--- config.mk ---
export PLATFORM = sky130hd
export DESIGN_NAME = braille_reader
export DESIGN_NICKNAME = d
export VERILOG_FILES = /design/src/rtl/braille_reader.sv
export SDC_FILE = /design/constraint.sdc
export NUM_CORES = 1
export LEC_CHECK = 0
export BUFFER_PORTS_ARGS = -buffer_cell sky130_fd_sc_hd__buf_2
export CORE_ASPECT_RATIO = 1.4
export CORE_MARGIN = 5
export CORE_UTILIZATION = 60
export CTS_CLUSTER_SIZE = 24
export DETAILED_ROUTE_END_ITERATION = 7
export GPL_ROUTABILITY_DRIVEN = 0
export PLACE_DENSITY = 0.9
export SLEW_MARGIN = 20
export SYNTH_ARGS = -nofsm -noshare
export SYNTH_HDL_FRONTEND = slang
export SYNTH_SLANG_ARGS = --single-unit
--- constraint.sdc ---
create_clock -name CLOCK_50 -period 5.6 [get_ports CLOCK_50]
set_clock_uncertainty 0.1 [all_clocks]
set_input_delay 0.84 -clock CLOCK_50 [delete_from_list [all_inputs] [get_ports CLOCK_50]]
set_output_delay 0.84 -clock CLOCK_50 [all_outputs]
set_load 0.1 [all_outputs]
--- src/rtl/braille_reader.sv ---
// Braille cell reader: synchronised, debounced commit/clear buttons push decoded
// 6-dot letter codes (1=a .. 26=z) into a four-entry display buffer.

module braille_debounce #(
    parameter int DEBOUNCE = 250000,
    parameter int CNT_W    = 18
) (
    input  logic clk,
    input  logic rst_n,
    input  logic key_n_s,
    output logic accept_s
);
    typedef enum logic [1:0] {IDLE, PRESS_WAIT, HELD, RELEASE_WAIT} state_t;

    localparam logic [CNT_W-1:0] LAST = CNT_W'(DEBOUNCE - 1);

    state_t             state_q, state_d;
    logic [CNT_W-1:0]   cnt_q, cnt_d;
    logic [1:0]         fill_q, fill_d;
    logic               arm_q, arm_d;

    // State, debounce counter and arming registers
    always_ff @(posedge clk or negedge rst_n) begin
        if (!rst_n) begin
            state_q <= IDLE;
            cnt_q   <= '0;
            fill_q  <= 2'd0;
            arm_q   <= 1'b0;
        end else begin
            state_q <= state_d;
            cnt_q   <= cnt_d;
            fill_q  <= fill_d;
            arm_q   <= arm_d;
        end
    end

    // Next-state logic; a press is only seen after a genuine released sample,
    // so a button still held through reset cannot commit until pressed again.
    always_comb begin
        state_d  = state_q;
        cnt_d    = cnt_q;
        accept_s = 1'b0;
        fill_d   = (fill_q == 2'd2) ? fill_q : fill_q + 2'd1;
        arm_d    = arm_q | ((fill_q == 2'd2) & key_n_s);
        case (state_q)
            IDLE: begin
                if (!key_n_s && arm_q) begin
                    state_d = PRESS_WAIT;
                    cnt_d   = CNT_W'(1);
                end else begin
                    state_d = IDLE;
                end
            end
            PRESS_WAIT: begin
                if (!key_n_s) begin
                    if (cnt_q == LAST) begin
                        state_d  = HELD;
                        cnt_d    = '0;
                        accept_s = 1'b1;
                    end else begin
                        cnt_d = cnt_q + CNT_W'(1);
                    end
                end else begin
                    state_d = IDLE;
                    cnt_d   = '0;
                end
            end
            HELD: begin
                if (key_n_s) begin
                    state_d = RELEASE_WAIT;
                    cnt_d   = CNT_W'(1);
                end else begin
                    state_d = HELD;
                end
            end
            RELEASE_WAIT: begin
                if (key_n_s) begin
                    if (cnt_q == LAST) begin
                        state_d = IDLE;
                        cnt_d   = '0;
                    end else begin
                        cnt_d = cnt_q + CNT_W'(1);
                    end
                end else begin
                    state_d = HELD;
                    cnt_d   = '0;
                end
            end
            default: begin
                state_d = IDLE;
                cnt_d   = '0;
            end
        endcase
    end
endmodule

module braille_reader #(
    parameter int DEBOUNCE = 250000,
    parameter int CNT_W    = 18
) (
    input  logic       CLOCK_50,
    input  logic       RESET_N,
    input  logic [5:0] SW,
    input  logic [1:0] KEY,
    output logic [4:0] code0,
    output logic [4:0] code1,
    output logic [4:0] code2,
    output logic [4:0] code3,
    output logic [2:0] count,
    output logic       err,
    output logic       char_valid
);
    // Bit k of the pattern is dot k+1; anything not a Grade-1 letter maps to 0.
    function automatic logic [4:0] decode(input logic [5:0] dots);
        logic [4:0] c;
        case (dots)
            6'b000001: c = 5'd1;
            6'b000011: c = 5'd2;
            6'b001001: c = 5'd3;
            6'b011001: c = 5'd4;
            6'b010001: c = 5'd5;
            6'b001011: c = 5'd6;
            6'b011011: c = 5'd7;
            6'b010011: c = 5'd8;
            6'b001010: c = 5'd9;
            6'b011010: c = 5'd10;
            6'b000101: c = 5'd11;
            6'b000111: c = 5'd12;
            6'b001101: c = 5'd13;
            6'b011101: c = 5'd14;
            6'b010101: c = 5'd15;
            6'b001111: c = 5'd16;
            6'b011111: c = 5'd17;
            6'b010111: c = 5'd18;
            6'b001110: c = 5'd19;
            6'b011110: c = 5'd20;
            6'b100101: c = 5'd21;
            6'b100111: c = 5'd22;
            6'b111010: c = 5'd23;
            6'b101101: c = 5'd24;
            6'b111101: c = 5'd25;
            6'b110101: c = 5'd26;
            default:   c = 5'd0;
        endcase
        return c;
    endfunction

    logic [5:0] sw_s1_q, sw_s2_q;
    logic [1:0] key_s1_q, key_s2_q;
    logic       commit_s, clear_s;
    logic [4:0] new_code_s;
    logic [4:0] code0_q, code0_d, code1_q, code1_d, code2_q, code2_d, code3_q, code3_d;
    logic [2:0] count_q, count_d;
    logic       err_q, err_d, char_valid_q, char_valid_d;

    // Two-flop synchronisers; buttons reset to the released level
    always_ff @(posedge CLOCK_50 or negedge RESET_N) begin
        if (!RESET_N) begin
            sw_s1_q  <= 6'd0;
            sw_s2_q  <= 6'd0;
            key_s1_q <= 2'b11;
            key_s2_q <= 2'b11;
        end else begin
            sw_s1_q  <= SW;
            sw_s2_q  <= sw_s1_q;
            key_s1_q <= KEY;
            key_s2_q <= key_s1_q;
        end
    end

    braille_debounce #(.DEBOUNCE(DEBOUNCE), .CNT_W(CNT_W)) u_commit (
        .clk(CLOCK_50), .rst_n(RESET_N), .key_n_s(key_s2_q[0]), .accept_s(commit_s)
    );

    braille_debounce #(.DEBOUNCE(DEBOUNCE), .CNT_W(CNT_W)) u_clear (
        .clk(CLOCK_50), .rst_n(RESET_N), .key_n_s(key_s2_q[1]), .accept_s(clear_s)
    );

    assign new_code_s = decode(sw_s2_q);

    // Buffer update; clear has priority over a same-cycle commit
    always_comb begin
        code0_d      = code0_q;
        code1_d      = code1_q;
        code2_d      = code2_q;
        code3_d      = code3_q;
        count_d      = count_q;
        err_d        = err_q;
        char_valid_d = 1'b0;
        if (clear_s) begin
            code0_d = 5'd0;
            code1_d = 5'd0;
            code2_d = 5'd0;
            code3_d = 5'd0;
            count_d = 3'd0;
            err_d   = 1'b0;
        end else if (commit_s) begin
            if (new_code_s != 5'd0) begin
                code3_d      = code2_q;
                code2_d      = code1_q;
                code1_d      = code0_q;
                code0_d      = new_code_s;
                count_d      = (count_q == 3'd4) ? count_q : count_q + 3'd1;
                err_d        = 1'b0;
                char_valid_d = 1'b1;
            end else begin
                err_d = 1'b1;
            end
        end else begin
            char_valid_d = 1'b0;
        end
    end

    // Output registers
    always_ff @(posedge CLOCK_50 or negedge RESET_N) begin
        if (!RESET_N) begin
            code0_q      <= 5'd0;
            code1_q      <= 5'd0;
            code2_q      <= 5'd0;
            code3_q      <= 5'd0;
            count_q      <= 3'd0;
            err_q        <= 1'b0;
            char_valid_q <= 1'b0;
        end else begin
            code0_q      <= code0_d;
            code1_q      <= code1_d;
            code2_q      <= code2_d;
            code3_q      <= code3_d;
            count_q      <= count_d;
            err_q        <= err_d;
            char_valid_q <= char_valid_d;
        end
    end

    assign code0      = code0_q;
    assign code1      = code1_q;
    assign code2      = code2_q;
    assign code3      = code3_q;
    assign count      = count_q;
    assign err        = err_q;
    assign char_valid = char_valid_q;
endmodule

==> out/metrics.cfg <==
[synthesis]
muxShareOfSynthArea_pct = 4.90
avgSynthCellArea_sq_um = 9.97
synth-edff-count = 0
ys.flop_type = dfrtp_1
ys_seq_area_share_pct = 48.3
synth_top_family_by_area = simple AND/OR/NAND/NOR gates
synthesis.area_sq_um = 4520
synth_top_area_share_pct = 46.0
synthesis.nets = 474
synthCells = 453
synth_seq_cells = 87
synth.distinct_cells = 70
yosys.area_share.simple_pct = 20.8
synth_compound_area_share_pct = 14.3
ys_warn_count = 0
ys_async_sr_fraction_pct = 100
yosys-top-cells-area = dfrtp_1, nand2_1, mux2i_1, o21ai_0, nor2_1
synth_xor_area_share_pct = 4.07
synthAdderAreaFrac_pct = 3.05
yosysTopAreaCell = dfrtp_1

[drt]
drt_iter0_markers = 248
drt_wl_total_mm = 9.07
drt_first_pass_iters = 5
drtAntennaViolNets = 0
post_drt_via_cell_ratio = 6.00
wl_per_cell_um = 15.7
remaining_drc_errors = 0
vias = 3470

[placement]
placed_area_sq_um = 4660
dp_slack_ns = 2.38
port_buffers = 34
post-dp-hpwl_mm = 6.36

[global_route]
grt_max_degree = 88
grt_pass1_wl_mm = 15.8
antenna_found_initial = 0
gr-usage-all-layers_pct = 20.6
grt_pass1_vias = 3347
overflow = 0

[clock_tree]
cts.sinks = 87
hold_buffers = 0
cts_buffer_depth = 2
clk_pin_slew_worst_paths_ns = 0.07
insertion_delay_ns = 0.36
htreeDepth = 3
cts_inserted_buffers = 9
tritoncts = yes
cts_setup_buffers = 0
clock_tree.root_cell = clkbuf_8
ctsResizeCount = 0

[sta]
fin_crit_ns = 3.27
hold_viol_final = 0
maxSlewHeadroom_pct = 28.8
timing.hold.ws_ns = 0.251
tightest_slew_ns = 1.07
fmax_ghz = 0.306
final.setup.tns_ns = 0
final-setup-viol-count = 0
worst_slack_ns = 2.33
period_share_pct = 58.4
drv_slew = 0
rsz0062_at_grt = false

[setup_path]
cp_max_fo = 21
end_kind = flip-flop
critPathKind = flip-flop to flip-flop
path_buf_inv = 0
critPathSlowestCell = a21boi_4
path_cells = ha_1, and3b_1, a41o_1, o31ai_1, a21oi_4, a21boi_4, mux2i_1
critPathMaxStageDelay_ns = 0.71
arrival_ns = 3.44
path_delay_family = compound AO/OA/AOI/OAI gates
crit_required_ns = 5.77
crit_path_start_kind = flip-flop

[status]
outcome = finished clean

[power]
ir_drop_uv = 145
p_sw_mw = 0.279
leakage_nw = 2.14
swShare_pct = 24.3
pwr-share-seq_pct = 57.4
power.internal_mw = 0.869
comb_power_share_pct = 7.5
power_per_cell_area_nw_per_um2 = 237
finalPower_mw = 1.15
p_clk_share_pct = 35.1

[floorplan]
start_util_pct = 61.4
pin_count = 35
die_h_um = 113
fp-row-count = 37
die-area_sq_um = 9390
fp.coreArea_sq_um = 7360
die_w_um = 83.3

[layout]
syn_to_final_growth_pct = 7.37
layout_commonest_cell = dfrtp_1
nets = 497
design_area_sq_um = 4850
layout_common_cells = dfrtp_1, nand2_1, nor2_1
final_layout_size_suffix_gt1_share_pct = 14.3
num_antenna_cells = 0

[flow_run]
drv_cap = 0

[hold_path]
hold_path_class = flip-flop to flip-flop

-- metrics by stage --
stage                     util [%]  cells
after floorplan                  -    453
after global placement        63.3    562
after detailed placement      63.3    562
after CTS                     65.8    578
after global routing          65.9    578
final                         65.9    578
-- per-layer routing --
| metal | wire, um | global-route usage [%] | vias up |
|---|---|---|---|
| met2 | 4710 | 35.7 | 105 |
| met4 | 244 | 9.60 | 0 |
| met3 | 383 | 4.04 | 19 |
| met1 | 3730 | 24.7 | 1684 |
| met5 | 0 | 0 | - |
| li1 | - | - | 1662 |
-- sequential cells by signal, summed over array words and instances (netlist names), named ones only --
name and count:
u_clear.cnt_q 18, u_commit.cnt_q 18, sw_s1_q 6, sw_s2_q 6, code0 5, code1 5, code2 5, code3 5
count 3, key_s1_q 2, key_s2_q 2, u_clear.fill_q 2, u_commit.fill_q 2, char_valid 1, err 1, u_clear.arm_q 1
u_clear.state_q 1, u_commit.arm_q 1, u_commit.state_q 1
-- power groups by stage --
| stage | Combinational (mW) | Clock, mW | Sequential, mW |
|---|---|---|---|
| floorplan | 0.0678 | 0 | 0.660 |
| global placement | 0.0824 | 0 | 0.670 |
| finish | 0.0861 | 0.403 | 0.659 |
| detailed placement | 0.0859 | 0 | 0.671 |
| global route | 0.0984 | 0.437 | 0.662 |
| CTS | 0.0865 | 0.413 | 0.659 |
-- cell type report --
type / instances / area [sq um]
timing repair buffer: 35 / 184
sequential: 87 / 2180
tap: 97 / 121
fill: 557 / 2510
multi-input combinational: 330 / 2130
inverter: 13 / 48.8
clock inverter: 3 / 17.5
clock buffer: 13 / 169
-- cells by family after synthesis --
| family | after synthesis |
|---|---|
| simple gates | 182 |
| compound gates | 94 |
| flops | 87 |
| buf+inv | 36 |
| mux | 22 |
| xor+xnor | 21 |
| fa+ha+maj | 11 |
-- synth_stat cells, types with 4 or more instances --
library cell,number
nand4_1,8
nand2b_1,4
and2_1,4
a21oi_1,11
a21o_1,4
mux2i_1,21
xor2_1,14
buf_6,6
inv_1,13
dfrtp_1,83
nor4b_1,4
ha_1,11
nor2_1,37
o31ai_1,5
and3_1,6
nor4_1,4
a211oi_1,6
nor3_1,5
dfstp_2,4
a22o_1,4
nand2_1,60
o21a_1,4
clkbuf_1,6
nand3_1,20
o21ai_0,36
xnor2_1,7
buf_2,6
-- final timing paths --
kind                            startpoint           endpoint  slack (ns)  depth (start not counted)
worst max-delay path            sw_s2_q[0]           code0[3]        2.33                          7
worst min-delay path            sw_s1_q[1]         sw_s2_q[1]        0.25                          0
worst max register to register  sw_s2_q[0]           code0[3]        2.33                          7
worst min register to register  sw_s1_q[1]         sw_s2_q[1]        0.25                          0
max in group asynchronous          RESET_N           code0[3]        4.46                          1
min in group asynchronous          RESET_N  u_clear.cnt_q[10]        0.43                          1
Note: power is estimated with default switching activity, not from simulation.
